## config.mk

```make
export PLATFORM = sky130hd
export DESIGN_NAME = mult_div_unit_flat
export DESIGN_NICKNAME = d
export VERILOG_FILES = /design/src/rtl/mult_div_if.sv /design/src/rtl/mult_div_unit.sv /design/src/flat_wrapper.sv
export SDC_FILE = /design/constraint.sdc
export NUM_CORES = 1
export LEC_CHECK = 0
export CAP_MARGIN = 20
export CORE_MARGIN = 2
export CORE_UTILIZATION = 38
export CTS_CLUSTER_DIAMETER = 40
export DETAILED_ROUTE_END_ITERATION = 10
export PLACE_DENSITY = 0.56
export SETUP_SLACK_MARGIN = 0.05
export SLEW_MARGIN = 20
export SYNTH_ARGS = -nofsm -noshare
export SYNTH_HDL_FRONTEND = slang
export SYNTH_SLANG_ARGS = --single-unit
```

## constraint.sdc

```tcl
create_clock -name clk_i -period 12.8 [get_ports clk_i]
set_input_delay 3.84 -clock clk_i [delete_from_list [all_inputs] [get_ports clk_i]]
set_output_delay 3.84 -clock clk_i [all_outputs]
set_load 0.02 [all_outputs]
```

## src/rtl/mult_div_if.sv

```systemverilog
// mult_div_if: request/result bundle between the issue logic and the
// multiply/divide unit.
//   master: drives start, op, a (rs), b (rt), hi_we, lo_we;
//           observes busy, done, div_by_zero, hi, lo.
//   slave : the unit itself (mirror directions).
interface mult_div_if #(
   parameter int WIDTH = 32
);
   logic             start;
   logic [1:0]       op;
   logic [WIDTH-1:0] a;
   logic [WIDTH-1:0] b;
   logic             hi_we;
   logic             lo_we;
   logic             busy;
   logic             done;
   logic             div_by_zero;
   logic [WIDTH-1:0] hi;
   logic [WIDTH-1:0] lo;

   modport master (
      output start, op, a, b, hi_we, lo_we,
      input  busy, done, div_by_zero, hi, lo
   );

   modport slave (
      input  start, op, a, b, hi_we, lo_we,
      output busy, done, div_by_zero, hi, lo
   );
endinterface

```

## src/rtl/mult_div_unit.sv

```systemverilog
// mult_div_unit: iterative multiply/divide unit with architectural HI/LO.
// One shift-add (multiply) or restoring shift-subtract (divide) step per
// cycle; ITER steps per operation, result written to HI/LO on the last step.
// Ports:
//   clk_i  : clock, all state changes on the rising edge
//   rst_i  : synchronous active-high reset, highest priority
//   bus    : mult_div_if.slave (start/op/a/b/hi_we/lo_we in,
//            busy/done/div_by_zero/hi/lo out)
// op: 00 MULT, 01 MULTU, 10 DIV, 11 DIVU (bit1 = divide, bit0 = unsigned).
module mult_div_unit #(
   parameter int WIDTH = 32,
   parameter int ITER  = 32
) (
   input  logic       clk_i,
   input  logic       rst_i,
   mult_div_if.slave  bus
);

   localparam int CW = $clog2(ITER);
   localparam logic [CW-1:0] LAST_CNT = CW'(ITER - 1);

   typedef enum logic [1:0] {
      S_IDLE = 2'd0,
      S_RUN  = 2'd1,
      S_FIN  = 2'd2
   } state_t;

   // Magnitude of x when treated as signed, raw value otherwise.
   function automatic logic [WIDTH-1:0] mag(input logic [WIDTH-1:0] x, input logic sgn_en);
      if (sgn_en && x[WIDTH-1]) begin
         mag = (~x) + {{(WIDTH-1){1'b0}}, 1'b1};
      end else begin
         mag = x;
      end
   endfunction

   state_t           state_q, state_d;
   logic [CW-1:0]    cnt_q, cnt_d;
   logic [1:0]       op_q, op_d;
   logic             psign_q, psign_d;   // product / quotient sign
   logic             rsign_q, rsign_d;   // remainder sign
   logic [WIDTH-1:0] acc_q, acc_d;       // product high word / partial remainder
   logic [WIDTH-1:0] mq_q, mq_d;         // multiplier / dividend-then-quotient
   logic [WIDTH-1:0] dvs_q, dvs_d;       // multiplicand / divisor
   logic [WIDTH-1:0] aorig_q, aorig_d;   // raw A, returned in HI on divide-by-zero
   logic [WIDTH-1:0] hi_q, hi_d;
   logic [WIDTH-1:0] lo_q, lo_d;
   logic             busy_q, busy_d;
   logic             done_q, done_d;
   logic             dbz_q, dbz_d;

   logic [WIDTH:0]     madd_s;
   logic [WIDTH+1:0]   dtrial_s;
   logic               dok_s;
   logic [WIDTH-1:0]   step_acc_s, step_mq_s;
   logic [2*WIDTH-1:0] prod_s;
   logic               is_div_s, is_sgn_s, acc_sgn_s;

   // Datapath step for the current iteration (multiply and divide flavours).
   always_comb begin
      is_div_s = op_q[1];
      is_sgn_s = ~op_q[0];
      // Multiply: add multiplicand when multiplier LSB set, then shift {acc,mq} right.
      madd_s   = {1'b0, acc_q} + (mq_q[0] ? {1'b0, dvs_q} : {(WIDTH+1){1'b0}});
      // Divide: shift {acc,mq} left one, trial-subtract divisor. Partial
      // remainder stays below the divisor, so WIDTH+2 bits cannot overflow.
      dtrial_s = {1'b0, acc_q, mq_q[WIDTH-1]} - {2'b00, dvs_q};
      dok_s    = ~dtrial_s[WIDTH+1];
      if (is_div_s) begin
         step_acc_s = dok_s ? dtrial_s[WIDTH-1:0] : {acc_q[WIDTH-2:0], mq_q[WIDTH-1]};
         step_mq_s  = {mq_q[WIDTH-2:0], dok_s};
      end else begin
         step_acc_s = madd_s[WIDTH:1];
         step_mq_s  = {madd_s[0], mq_q[WIDTH-1:1]};
      end
      prod_s = {step_acc_s, step_mq_s};
   end

   // Next-state and output logic of the IDLE/RUN/FIN controller.
   always_comb begin
      state_d   = state_q;
      cnt_d     = cnt_q;
      op_d      = op_q;
      psign_d   = psign_q;
      rsign_d   = rsign_q;
      acc_d     = acc_q;
      mq_d      = mq_q;
      dvs_d     = dvs_q;
      aorig_d   = aorig_q;
      hi_d      = hi_q;
      lo_d      = lo_q;
      busy_d    = busy_q;
      done_d    = 1'b0;
      dbz_d     = dbz_q;
      acc_sgn_s = 1'b0;
      case (state_q)
         S_IDLE, S_FIN: begin
            if (bus.start) begin
               acc_sgn_s = ~bus.op[0];
               op_d      = bus.op;
               psign_d   = bus.a[WIDTH-1] ^ bus.b[WIDTH-1];
               rsign_d   = bus.a[WIDTH-1];
               acc_d     = {WIDTH{1'b0}};
               aorig_d   = bus.a;
               cnt_d     = {CW{1'b0}};
               busy_d    = 1'b1;
               dbz_d     = 1'b0;
               state_d   = S_RUN;
               if (bus.op[1]) begin
                  mq_d  = mag(bus.a, acc_sgn_s);
                  dvs_d = mag(bus.b, acc_sgn_s);
               end else begin
                  mq_d  = mag(bus.b, acc_sgn_s);
                  dvs_d = mag(bus.a, acc_sgn_s);
               end
            end else begin
               state_d = S_IDLE;
               // MTHI/MTLO only when no operation is running or starting.
               if (bus.hi_we) begin
                  hi_d = bus.a;
               end else begin
                  hi_d = hi_q;
               end
               if (bus.lo_we) begin
                  lo_d = bus.a;
               end else begin
                  lo_d = lo_q;
               end
            end
         end
         S_RUN: begin
            acc_d = step_acc_s;
            mq_d  = step_mq_s;
            cnt_d = cnt_q + {{(CW-1){1'b0}}, 1'b1};
            if (cnt_q == LAST_CNT) begin
               state_d = S_FIN;
               busy_d  = 1'b0;
               done_d  = 1'b1;
               if (!is_div_s) begin
                  if (is_sgn_s && psign_q) begin
                     {hi_d, lo_d} = (~prod_s) + {{(2*WIDTH-1){1'b0}}, 1'b1};
                  end else begin
                     {hi_d, lo_d} = prod_s;
                  end
                  dbz_d = 1'b0;
               end else if (dvs_q == {WIDTH{1'b0}}) begin
                  lo_d  = {WIDTH{1'b1}};
                  hi_d  = aorig_q;
                  dbz_d = 1'b1;
               end else begin
                  // Magnitude divide yields 0x80000000 for MIN/-1, which the
                  // quotient negation leaves unchanged: overflow needs no special case.
                  lo_d  = (is_sgn_s && psign_q) ? (~step_mq_s) + {{(WIDTH-1){1'b0}}, 1'b1} : step_mq_s;
                  hi_d  = (is_sgn_s && rsign_q) ? (~step_acc_s) + {{(WIDTH-1){1'b0}}, 1'b1} : step_acc_s;
                  dbz_d = 1'b0;
               end
            end else begin
               state_d = S_RUN;
            end
         end
         default: begin
            state_d = S_IDLE;
            busy_d  = 1'b0;
         end
      endcase
   end

   // State and datapath registers with synchronous reset.
   always_ff @(posedge clk_i) begin
      if (rst_i) begin
         state_q <= S_IDLE;
         cnt_q   <= {CW{1'b0}};
         op_q    <= 2'b00;
         psign_q <= 1'b0;
         rsign_q <= 1'b0;
         acc_q   <= {WIDTH{1'b0}};
         mq_q    <= {WIDTH{1'b0}};
         dvs_q   <= {WIDTH{1'b0}};
         aorig_q <= {WIDTH{1'b0}};
         hi_q    <= {WIDTH{1'b0}};
         lo_q    <= {WIDTH{1'b0}};
         busy_q  <= 1'b0;
         done_q  <= 1'b0;
         dbz_q   <= 1'b0;
      end else begin
         state_q <= state_d;
         cnt_q   <= cnt_d;
         op_q    <= op_d;
         psign_q <= psign_d;
         rsign_q <= rsign_d;
         acc_q   <= acc_d;
         mq_q    <= mq_d;
         dvs_q   <= dvs_d;
         aorig_q <= aorig_d;
         hi_q    <= hi_d;
         lo_q    <= lo_d;
         busy_q  <= busy_d;
         done_q  <= done_d;
         dbz_q   <= dbz_d;
      end
   end

   assign bus.busy        = busy_q;
   assign bus.done        = done_q;
   assign bus.div_by_zero = dbz_q;
   assign bus.hi          = hi_q;
   assign bus.lo          = lo_q;

endmodule

```

## src/flat_wrapper.sv

```systemverilog
// flat-port wrapper written by rule: the top's interface ports become plain ports
module mult_div_unit_flat 
#(
   parameter int WIDTH = 32,
   parameter int ITER  = 32
)
  (clk_i, rst_i, bus_start, bus_op, bus_a, bus_b, bus_hi_we, bus_lo_we, bus_busy, bus_done, bus_div_by_zero, bus_hi, bus_lo);
  mult_div_if #(.WIDTH(WIDTH)) bus_i ();
  input  logic clk_i;
  input  logic rst_i;
  input wire logic [$bits(bus_i.start)-1:0] bus_start;
  input wire logic [$bits(bus_i.op)-1:0] bus_op;
  input wire logic [$bits(bus_i.a)-1:0] bus_a;
  input wire logic [$bits(bus_i.b)-1:0] bus_b;
  input wire logic [$bits(bus_i.hi_we)-1:0] bus_hi_we;
  input wire logic [$bits(bus_i.lo_we)-1:0] bus_lo_we;
  output wire logic [$bits(bus_i.busy)-1:0] bus_busy;
  output wire logic [$bits(bus_i.done)-1:0] bus_done;
  output wire logic [$bits(bus_i.div_by_zero)-1:0] bus_div_by_zero;
  output wire logic [$bits(bus_i.hi)-1:0] bus_hi;
  output wire logic [$bits(bus_i.lo)-1:0] bus_lo;
  assign bus_i.start = bus_start;
  assign bus_i.op = bus_op;
  assign bus_i.a = bus_a;
  assign bus_i.b = bus_b;
  assign bus_i.hi_we = bus_hi_we;
  assign bus_i.lo_we = bus_lo_we;
  assign bus_busy = bus_i.busy;
  assign bus_done = bus_i.done;
  assign bus_div_by_zero = bus_i.div_by_zero;
  assign bus_hi = bus_i.hi;
  assign bus_lo = bus_i.lo;
  mult_div_unit #(.WIDTH(WIDTH), .ITER(ITER)) u_core (.clk_i(clk_i), .rst_i(rst_i), .bus(bus_i));
endmodule
```

Word-level counts from Yosys, hierarchy flattened --
Cells that the tools add are included.
Cells by class: $add $sub $neg 8, multiply operators 0, divide/modulo/power cells 0, magnitude comparators 0, equal/unequal tests 8, shifts and indexed selects 0, multiplexer cells 42, bitwise gates (word level) 10, reductions and logical operators 15
Operators with widths (count):
- 32-bit 2-to-1 mux | 24
- 32-bit case mux with 2 select lines | 4
- 32-bit by 1-bit adder with 32-bit output, second input constant | 4
- 32-bit NOT | 4
- 64-bit by 1-bit adder with 64-bit output, second input constant | 1
- 64-bit NOT | 1
- 33-bit by 32-bit subtractor with 34-bit output | 1
- 32-bit by 33-bit adder with 33-bit output | 1
- 32-bit logical NOT | 1
- 5-bit case mux with 2 select lines | 1
- 1-bit 2-to-1 mux | 8
- 2-bit inequality test, second input constant | 4
- 4-bit AND reduction | 2
- 2-bit AND reduction | 3
- 5-bit by 1-bit adder with 5-bit output, second input constant | 1
- 5-bit == test, second input constant | 1
- 5-bit 2-to-1 mux | 1
- 1-bit logical AND | 4
- 1-bit NOT | 4
- 1-bit case mux with 2 select lines | 2
- 2-bit case mux with 2 select lines | 1
- 2-bit OR reduction | 2
- 3-bit AND reduction | 1
- 2-bit by 1-bit == test with 1-bit output, second input constant | 1
- other kinds (6) | 6
Word-level totals: register bits after elaboration 206, latch bits 0, bits in writable memories 0, ROM bits 0, input bits 71, output and inout port bits 67, logic and storage cells 97, memories kept 0

Longest topological paths before layout --
Gate-level depths: netlist (run 1).
word-level depth 10, depth in mapped cells 24, mapped depth without buffers 20

Least setup slack after synthesis (run 1) --
No wires, ideal clock.
path type input-to-reg, start input port bus_b[4], end register u_core.dvs_q[28], setup time 0.128 ns, arrival 6.011 ns, data required time 12.672 ns, slack 6.661 ns, stages on the path 11, path buffers 0, cells stage by stage nor4_1 -> nor3b_1 -> nand2_1 -> or3_1 -> nor3_1 -> nand2_1 -> o21ai_0 -> xor2_1 -> a211oi_1 -> a21oi_1 -> nor2_1
Between the ends: word-level cells in the longest chain between the ends 4
RTL lines:
- start, declared | line flat_wrapper.sv:14 | input wire logic [$bits(bus_i.b)-1:0] bus_b;
- 32-bit NOT | line mult_div_unit.sv:31 | mag = (~x) + {{(WIDTH-1){1'b0}}, 1'b1};
- 32-bit by 1-bit adder with 32-bit output | line mult_div_unit.sv:31
- 32-bit 2-to-1 mux | line mult_div_unit.sv:30 | if (sgn_en && x[WIDTH-1]) begin
- 32-bit 2-to-1 mux | line mult_div_unit.sv:109 | if (bus.op[1]) begin
- end signal, assigned | line mult_div_unit.sv:178 | dvs_q <= {WIDTH{1'b0}};
- end signal, assigned | line mult_div_unit.sv:193 | dvs_q <= dvs_d;
- end, declared | line mult_div_unit.sv:44 | logic [WIDTH-1:0] dvs_q, dvs_d;
No other way between the ends. A chain may end at the register's enable or synchronous reset.

Final worst setup path (run 1) --
start register u_core.dvs_q[26], end register u_core.hi_q[14] (netlist: u_core.bus.hi[14])
Between the ends: word-level cells in the longest chain between the ends 10, elaborated cells on any way between the ends 16, those cells by class add/sub (3); mux (9); bitwise (3); reduce/logical (1)
RTL lines:
- 33-bit by 32-bit subtractor with 34-bit output | line mult_div_unit.sv:67 | dtrial_s = {1'b0, acc_q, mq_q[WIDTH-1]} - {2'b00, dvs_q};
- 32-bit 2-to-1 mux | line mult_div_unit.sv:70 | step_acc_s = dok_s ? dtrial_s[WIDTH-1:0] : {acc_q[WIDTH-2:0], mq_q[WIDTH-1]};
- 32-bit 2-to-1 mux | line mult_div_unit.sv:69 | if (is_div_s) begin
- 32-bit NOT | line mult_div_unit.sv:154 | hi_d = (is_sgn_s && rsign_q) ? (~step_acc_s) + {{(WIDTH-1){1'b0}}, 1'b1} : step_acc_s;
- 32-bit by 1-bit adder with 32-bit output | line mult_div_unit.sv:154
- 32-bit 2-to-1 mux | line mult_div_unit.sv:154
- 32-bit 2-to-1 mux | line mult_div_unit.sv:146 | end else if (dvs_q == {WIDTH{1'b0}}) begin
- 32-bit 2-to-1 mux (*) | line mult_div_unit.sv:139 | if (!is_div_s) begin
- 32-bit 2-to-1 mux (*) | line mult_div_unit.sv:135 | if (cnt_q == LAST_CNT) begin
- 32-bit case mux with 2 select lines (*) | line mult_div_unit.sv:96 | case (state_q)
- end signal, assigned | line mult_div_unit.sv:180 | hi_q <= {WIDTH{1'b0}};
- end signal, assigned | line mult_div_unit.sv:195 | hi_q <= hi_d;
- end, declared | line mult_div_unit.sv:46 | logic [WIDTH-1:0] hi_q, hi_d;
Mark *: on every way between the ends. The rest lies on a longest branch, timed or not. The select of a mux whose other input is x is not followed.

==> impl_metrics.tcl, run 1 <==
set metrics [dict create \
    cp.buffers_inverters 4 \
    portBuffers 137 \
    avgRoutedWirePerCell_um 25.31 \
    clk_pin_slew_ns 0.05 \
    cts_root_buf "clkbuf_16" \
    dp_hpwl_mm 62.10 \
    htree_num_levels 2 \
    hold_ws_ns 0.4531 \
    fmax_mhz 147.5 \
    drt-pass1-iter-count 6 \
    timing_hold_violations_final 0 \
    wl_mm 81.90 \
    max_slew_margin_pct 25.33 \
    die_height_um 222.5 \
    drive_gt1_share_pct 6.906 \
    crit_slowest_cell "nor4_1" \
    syn_avg_cell_area_um2 7.104 \
    tightest_slew_ns 1.118 \
    netlist_area_mm2 0.01814 \
    peakVddDrop_mv 0.1102 \
    fillers 4886 \
    avgViaCountPerCell 6.300 \
    path_class "flip-flop to flip-flop" \
    synth_edf_count 0 \
    antenna_found_initial 3 \
    place_inst 3156 \
    drc 0 \
    grt_pass1_vias 19480 \
    place_worst_setup_slack_ns 5.571 \
    start_util_pct 38.24 \
    fin_setup_tns_ns 0 \
    antenna_cells 0 \
    vias 20390 \
    grt_overflow_total 0 \
    syn-num-nets 2697 \
    grt_max_degree 96 \
    synth-seq-cells 205 \
    arrival_ns 7.29 \
    async_flop_share_pct 0 \
    outcome "completed" \
    track_usage_pct 32.14 \
    post_cts_resized 0 \
    drt_iter0_drc 2037 \
    cts_setup_buffers 0 \
    leakage_nw 8.081 \
    die_x_um 222.5 \
    cts_buffers 43 \
    startpoint_type "flip-flop" \
    syn_inst 2554 \
    ios 138 \
    setup_ws_ns 6.019 \
    final_cells 3236 \
    synth.distinct_cells 101 \
    finalCriticalPeriod_ns 6.781 \
    end_kind "flip-flop" \
    layout_common_cells "nor2_1 (320), nand2_1 (291), a21oi_1 (254)" \
    path_cells "inv_1 > ha_1 > and3_1 > o311ai_1 > nand2_1 > nor2b_1 > buf_4 > a31oi_1 > inv_1 > ha_1 > o21ai_0 > or3_1 > nor4_1 > buf_4 > nor2b_1 > nand2_1 > nand4b_1 > nor4_1 > nor2_1 > xnor2_1 > a221oi_1 > a21o_1" \
    cts_tree "yes" \
    slowest_delay_ns 0.72 \
    rsz0062_at_grt "no" \
    synth_ff_type "dfxtp_1" \
    fin_crit_sh_pct 52.98 \
    drtAntennaViolNets 0 \
    nNetsFinal 2729 \
    slew_viol_final 0 \
    hold_path.class "flip-flop to flip-flop" \
    grt_pass1_wl_mm 121.8 \
    setup_viol 0 \
    clock_latency_ns 0.58 \
    area_growth_pct 17.52 \
    gp_congestion 0.9833 \
    final.setup_skew_ns 0.02291 \
    power_density_mw_per_mm2 128.7 \
    cts_buffer_depth 3 \
    yosys_warnings 0 \
    cts.sinks 205 \
    cp_top_family "simple AND/OR/NAND/NOR gates" \
    seq_area_frac_synth_pct 22.62 \
    postCtsHoldBufs 0 \
    core_region_area_mm2 0.04745 \
    rows 80 \
    drv_cap 0 \
    mostFrequentLayoutCell "nor2_1" \
    cp_max_fo 19 \
    cp_data_required_time_ns 13.31 \
    dieArea_mm2 0.04951 \
]
-- Yosys cell counts, types with 55 or more instances --
cell type,number,area share [%]
o21ai_0,123,3.4
inv_1,60,1.2
dfxtp_1,205,23
nor3_1,63,1.7
nand2_1,291,6.0
ha_1,70,4.8
xnor2_1,95,4.6
o211ai_1,55,2.3
clkbuf_1,135,2.8
xor2_1,66,3.2
nor2_1,321,6.6
a21oi_1,254,7.0
-- logic make-up after synthesis --
family | synth area share [%]
buffers and inverters | 5.359
adder cells (fa/ha/maj) | 5.048
multiplexers | 3.393
XOR/XNOR | 7.772
AND/OR/NAND/NOR | 25.97
AO/OA/AOI/OAI | 29.83
flip-flops | 22.62
-- routing by layer --
layer | wire length (um) | vias up | GRT usage (%)
met5 | 24 | - | 0
met4 | 4680 | 4 | 17.43
met3 | 5751 | 191 | 4.456
met2 | 37420 | 931 | 52.11
met1 | 34020 | 9811 | 41.27
li1 | - | 9449 | -
-- cell type report --
class                      instances  area [um2]  area share [%]
sequential                       205        4108           19.27
inverter                          62       232.7           1.091
multi-input combinational       2105       13100           61.42
clock inverter                    29       351.6           1.649
timing repair buffer             169        1608           7.541
tap                              615       769.5           3.609
clock buffer                      51        1156           5.422
-- sequential cells by signal (all words and copies together) (netlist names), 2 cells and up --
register and flops:
u_core.acc_q 32, u_core.aorig_q 32, u_core.bus.hi 32, u_core.bus.lo 32, u_core.dvs_q 32, u_core.mq_q 32
u_core.cnt_q 5, u_core.op_q 2, u_core.state_q 2
-- metrics by stage --
stage | util [%] | power [mW] | cell area (um2)
5_1_grt | 44.94 | 2.837 | 21320
4_1_cts | 44.93 | 2.732 | 21320
6_report | 44.94 | 2.745 | 21320
3_5_place_dp | 41.76 | 1.560 | 19810
2_1_floorplan | - | 1.256 | 18140
3_3_place_gp | 41.76 | 1.553 | 19810
-- path summary, 6_finish.rpt --
kind | start | end | slack (ns) | cells past startpoint
min | u_core.aorig_q[1] | u_core.aorig_q[1] | 0.45 | 2
max | u_core.dvs_q[26] | u_core.bus.hi[14] | 6.02 | 22
min reg2reg | u_core.aorig_q[1] | u_core.aorig_q[1] | 0.45 | 2
max reg2reg | u_core.dvs_q[26] | u_core.bus.hi[14] | 6.02 | 22
-- worst min-delay path, stage by stage (launching register included) --
cell	delay (ns)
dfxtp_1	0.30
nand2_1	0.05
a21oi_1	0.05
-- where the power goes --
part	internal, mW	switching, mW
clock	0.742	0.431
sequential	0.681	0.0539
combinational	0.277	0.560
Power figures use the tool's default switching activity.
==> run 2: changes to the inputs <==
--- a/config.mk
+++ b/config.mk
@@ -10,7 +10,7 @@
 export CORE_UTILIZATION = 38
 export CTS_CLUSTER_DIAMETER = 40
 export DETAILED_ROUTE_END_ITERATION = 10
-export PLACE_DENSITY = 0.56
+export PLACE_DENSITY = 0.58
 export SETUP_SLACK_MARGIN = 0.05
 export SLEW_MARGIN = 20
 export SYNTH_ARGS = -nofsm -noshare
==> constraint.sdc (replaced) <==
create_clock -name clk_i -period 5.5 [get_ports clk_i]
set_input_delay 1.65 -clock clk_i [delete_from_list [all_inputs] [get_ports clk_i]]
set_output_delay 1.65 -clock clk_i [all_outputs]
set_load 0.02 [all_outputs]
==> impl_metrics.tcl, run 2 (synthesized netlist as in run 1, its figures left out) <==
set metrics [dict create \
    tightest_slew_ns 1.177 \
    start_util_pct 38.24 \
    cts_root_buf "clkbuf_16" \
    drtAntennaViolNets 0 \
    drc 0 \
    die_height_um 222.5 \
    track_usage_pct 33.65 \
    rsz0062_at_grt "no" \
    avgViaCountPerCell 6.303 \
    cp_max_fo 7 \
    drv_cap 0 \
    wl_mm 85.83 \
    portBuffers 137 \
    combPwrFrac_pct 33.3 \
    cp_data_required_time_ns 5.93 \
    fin_setup_tns_ns 0 \
    gp_congestion 0.9727 \
    globalRouteMet3Util_pct 5.263 \
    finalInstanceArea_mm2 0.02195 \
    clock_latency_ns 0.59 \
    fmax_mhz 192.6 \
    final.setup_skew_ns 0.03631 \
    startpoint_type "flip-flop" \
    grt_pass1_wl_mm 126.4 \
    antenna_cells 0 \
    clk_pin_slew_ns 0.05 \
    timing_hold_violations_final 0 \
    antenna_found_initial 1 \
    post_dp_cell_area_mm2 0.02052 \
    mostFrequentLayoutCell "nor2_1" \
    layout_common_cells "nor2_1 (320), nand2_1 (291), a21oi_1 (254)" \
    max_slew_margin_pct 21.09 \
    grt_max_degree 84 \
    use_met1_pct 43.90 \
    peakVddDrop_mv 0.2318 \
    hold_path.class "flip-flop to flip-flop" \
    grt_pass1_vias 19740 \
    rows 80 \
    dieArea_mm2 0.04951 \
    use_met2_pct 53.26 \
    nNetsFinal 2817 \
    fillers 4886 \
    fin_crit_sh_pct 94.41 \
    p_switching_mw 2.432 \
    htree_num_levels 2 \
    dp_hpwl_mm 66.34 \
    cts.sinks 205 \
    avgRoutedWirePerCell_um 25.84 \
    drt_iter0_drc 2277 \
    pwr-share-clk_pct 40.0 \
    arrival_ns 5.63 \
    setup_viol 0 \
    power_density_mw_per_mm2 287.8 \
    cts_buffer_depth 3 \
    cts_tree "yes" \
    end_kind "flip-flop" \
    path_class "flip-flop to flip-flop" \
    core_region_area_mm2 0.04745 \
    finalCriticalPeriod_ns 5.192 \
    area_growth_pct 20.97 \
    drt-pass1-iter-count 6 \
    vias 20930 \
    outcome "completed" \
    die_x_um 222.5 \
    ios 138 \
    drive_gt1_share_pct 10.20 \
    final_core_util_pct 46.26 \
    postCtsHoldBufs 0 \
    cts_buffers 42 \
    switching_share_pct 38.49 \
    leakage_nw 8.486 \
    grt_overflow_total 0 \
    top_usage_layer "met2" \
    slew_viol_final 0 \
    seqPwrFrac_pct 26.6 \
    intPower_mw 3.886 \
]
-- run 2: changes by cell type in the layout (fill, tap and decap cells not counted), moves of 2 or more --
cell,before,now
buf_12,0,3
clkinv_4,5,2
clkinv_2,3,8
nor4_1,41,39
inv_8,0,2
buf_4,32,118
nor2b_1,19,17
clkinvlp_4,4,7
clkbuf_8,5,1
inv_6,11,6
nor4_2,3,5
-- run 2: path summary, 6_finish.rpt --
kind / start / end / slack (ns) / cells after the start
worst max-delay path: u_core.dvs_q[27] / u_core.bus.hi[26] / 0.31 / 20
worst min-delay path: u_core.aorig_q[0] / u_core.aorig_q[0] / 0.46 / 2
worst max register to register: u_core.dvs_q[27] / u_core.bus.hi[26] / 0.31 / 20
worst min register to register: u_core.aorig_q[0] / u_core.aorig_q[0] / 0.46 / 2
-- run 2: metrics by stage --
step           setup slack, ns  instances  hold slack [ns]  total power [mW]
2_1_floorplan           0.4156       2554           0.4320             2.923
3_3_place_gp            0.1405       3244           0.4426             3.746
3_5_place_dp            0.1159       3244           0.4477             3.751
4_1_cts                0.08008       3320           0.4554             6.283
5_1_grt                0.06920       3321           0.4726             6.541
6_report                0.3076       3321           0.4592             6.317
-- run 2: metal layers --
layer | wire length (um) | up-vias
met2 | 38250 | 1035
met4 | 5264 | 0
met5 | 0 | -
li1 | - | 9621
met1 | 35730 | 10070
met3 | 6583 | 206
-- run 2: layout make-up --
type	instances	area, um2	area share [%]
clock inverters	30	297.8	1.357
clock buffers	46	1076	4.903
inverters	62	232.7	1.060
repair buffers	258	2313	10.54
multi-input cells	2105	13150	59.91
flip-flops and latches	205	4109	18.72
well taps	615	769.5	3.506
-- run 2: power by group through the flow --
stage	clock [mW]	sequential [mW]	combinational, mW
after floorplan	0	1.71	1.21
after global placement	0	1.71	2.04
after detailed placement	0	1.71	2.04
after CTS	2.55	1.68	2.05
after global routing	2.62	1.69	2.23
final	2.53	1.68	2.11
-- run 2: timing repair --
| item | 4_1_cts | 5_1_grt |
|---|---|---|
| endpoints found under the setup margin | 0 | 5 |
| resized for setup | 0 | 10 |
| buffers inserted | 0 | 1 |
-- run 2: worst max-delay path, stage by stage (launching register included) --
cell and delay, ns:
dfxtp_1 0.37, inv_1 0.06, ha_1 0.39, and3_1 0.24, o311ai_2 0.32, nand2_1 0.22
nor2b_2 0.28, a31oi_1 0.21, inv_1 0.11, ha_1 0.16, o21ai_0 0.11, or3_1 0.43
nor4_2 0.31, buf_4 0.20, nor2b_4 0.19, nand2_1 0.06, nand4b_1 0.33, or4_1 0.57
mux2_1 0.30, o311ai_1 0.09, o21ai_1 0.10
==> run 3: changes to the inputs <==
--- a/config.mk
+++ b/config.mk
@@ -5,7 +5,7 @@
 export SDC_FILE = /design/constraint.sdc
 export NUM_CORES = 1
 export LEC_CHECK = 0
-export CAP_MARGIN = 20
+export CAP_MARGIN = 25
 export CORE_MARGIN = 2
 export CORE_UTILIZATION = 38
 export CTS_CLUSTER_DIAMETER = 40
==> impl_metrics.tcl, run 3 (synthesized netlist as in run 1, its figures left out) <==
set metrics [dict create \
    dp_hpwl_mm 66.40 \
    fin_crit_sh_pct 93.95 \
    end_kind "flip-flop" \
    grt_pass1_wl_mm 126.4 \
    timing_hold_violations_final 0 \
    path_class "flip-flop to flip-flop" \
    path_cells "inv_1 > ha_1 > and3_1 > o311ai_2 > nand2_1 > nor2b_4 > a31oi_1 > inv_1 > ha_1 > o21ai_0 > or3_1 > nor4_4 > buf_4 > nor2b_4 > nand2_1 > nand4b_1 > or4_1 > mux2_1 > o311ai_1 > o21ai_1" \
    top_usage_layer "met2" \
    drv_cap 0 \
    min_to "u_core.aorig_q[14]" \
    drt_iter0_drc 2175 \
    clock_latency_ns 0.58 \
    leakage_nw 8.559 \
    drt-pass1-iter-count 5 \
    area_growth_pct 21.99 \
    vias 20860 \
    tightest_slew_ns 1.097 \
    grt_pass1_vias 19640 \
    die_x_um 222.5 \
    place_worst_setup_slack_ns 0.09447 \
    max_slew_margin_pct 26.41 \
    die_height_um 222.5 \
    hold_path.class "flip-flop to flip-flop" \
    slowest_delay_ns 0.58 \
    arrival_ns 5.60 \
    power_mw 6.495 \
    r2r_slack_ns 0.33 \
    final_core_util_pct 46.65 \
    grt_max_degree 84 \
    cp_max_fo 7 \
    startpoint_type "flip-flop" \
    mostFrequentLayoutCell "nor2_1" \
    cts.sinks 205 \
    setup_viol 0 \
    cts_root_buf "clkbuf_16" \
    drive_gt1_share_pct 10.56 \
    seq_area_mm2 0.004110 \
    use_met1_pct 43.56 \
    antenna_found_initial 2 \
    rsz0062_at_grt "no" \
    finalCriticalPeriod_ns 5.167 \
    avgViaCountPerCell 6.276 \
    wl_mm 85.90 \
    ios 138 \
    multiInputGateArea_mm2 0.01319 \
    fmax_mhz 193.5 \
    fillers 4872 \
    avgRoutedWirePerCell_um 25.84 \
    cp.buffers_inverters 3 \
    power_density_mw_per_mm2 293.5 \
    outcome "completed" \
    slew_viol_final 0 \
    fin_setup_tns_ns 0 \
    use_met2_pct 53.96 \
    cp_data_required_time_ns 5.93 \
    ff2ff_path_depth 20 \
    layout_common_cells "nor2_1 (320), nand2_1 (291), a21oi_1 (251)" \
    drc 0 \
    cp_top_family "simple AND/OR/NAND/NOR gates" \
    drtAntennaViolNets 0 \
    rows 80 \
    htree_num_levels 2 \
    grt_overflow_total 0 \
    crit_slowest_cell "or4_1" \
    nNetsFinal 2819 \
    track_usage_pct 33.66 \
    start_util_pct 38.24 \
    setup_ws_ns 0.3328 \
    min_path_cells 2 \
    globalRouteMet3Util_pct 5.567 \
    dieArea_mm2 0.04951 \
    cts_tree "yes" \
    min-delay-start "u_core.aorig_q[14]" \
    cts_buffer_depth 3 \
    hold_ws_ns 0.4583 \
    clk_pin_slew_ns 0.06 \
    portBuffers 137 \
    rr_startpoint "u_core.dvs_q[27]" \
    cts_buffers 41 \
    peakVddDrop_mv 0.2164 \
    r2r-end "u_core.bus.hi[26]" \
    core_region_area_mm2 0.04745 \
    final.setup_skew_ns 0.03968 \
    gp_congestion 0.9727 \
]
[run 3: changes by cell type in the layout (fill, tap and decap cells not counted), sizes merged]
cell      change
clkinv        -4
clkinvlp      -1
diode         +1
clkbuf        +1
buf           +3
bufinv        +3
[run 3: what timing repair did]
item                                    in CTS  in global routing
endpoints found under the setup margin       1                  5
buffers inserted                             0                  1
endpoints found under the hold margin        0                  0
hold buffers                                 0                  0
cloned                                       0                  0
pin swaps                                    0                  2
gates resized for setup                      1                 20
[run 3: final cells by class]
type                            instances  share of cell area, %
Antenna cell                            1                0.01131
Clock buffer                           47                  4.918
Clock inverter                         28                  1.656
Inverter                               62                  1.051
Multi-Input combinational cell       2105                  59.60
Sequential cell                       205                  18.57
Tap cell                              615                  3.477
Timing Repair Buffer                  261                  10.71
[run 3: worst min-delay path: cells and delay by family (launching register included)]
kind | cells | cell delay (ns)
AO/OA/AOI/OAI | 1 | 0.05
flip-flops | 1 | 0.31
AND/OR/NAND/NOR | 1 | 0.05
[run 3: worst max-delay path by stage]
stage | from | end | slack [ns] | cells past startpoint
finish | u_core.dvs_q[27] | u_core.bus.hi[26] | 0.33 | 20
global route | u_core.dvs_q[27] | u_core.bus.hi[26] | 0.06 | 20
CTS | u_core.dvs_q[30] | u_core.bus.hi[14] | 0.16 | 22
detailed placement | u_core.dvs_q[30] | u_core.bus.hi[14] | 0.09 | 22
global placement | bus_b[2] | u_core.dvs_q[22] | 0.14 | 11
floorplan | u_core.dvs_q[13] | u_core.bus.hi[26] | 0.42 | 22
[run 3: metal layers]
layer | up-vias | part of all wire (%)
li1 | 9632 | -
met1 | 9996 | 41
met2 | 1024 | 45
met3 | 211 | 8.3
met4 | 0 | 5.7
met5 | - | 0
[run 3: report_power, final]
part	internal, mW	total, mW	leakage (nW)	switching [mW]
Clock	1.73	2.70	0.700	0.968
Sequential	1.58	1.68	1.68	0.0989
Combinational	0.736	2.12	6.18	1.38
[run 3: stage by stage]
stage | instance area (um2) | cells
3_3_place_gp | 20520 | 3244
2_1_floorplan | 18140 | 2554
4_1_cts | 22000 | 3320
3_5_place_dp | 20550 | 3245
6_report | 22130 | 3324
5_1_grt | 22130 | 3323
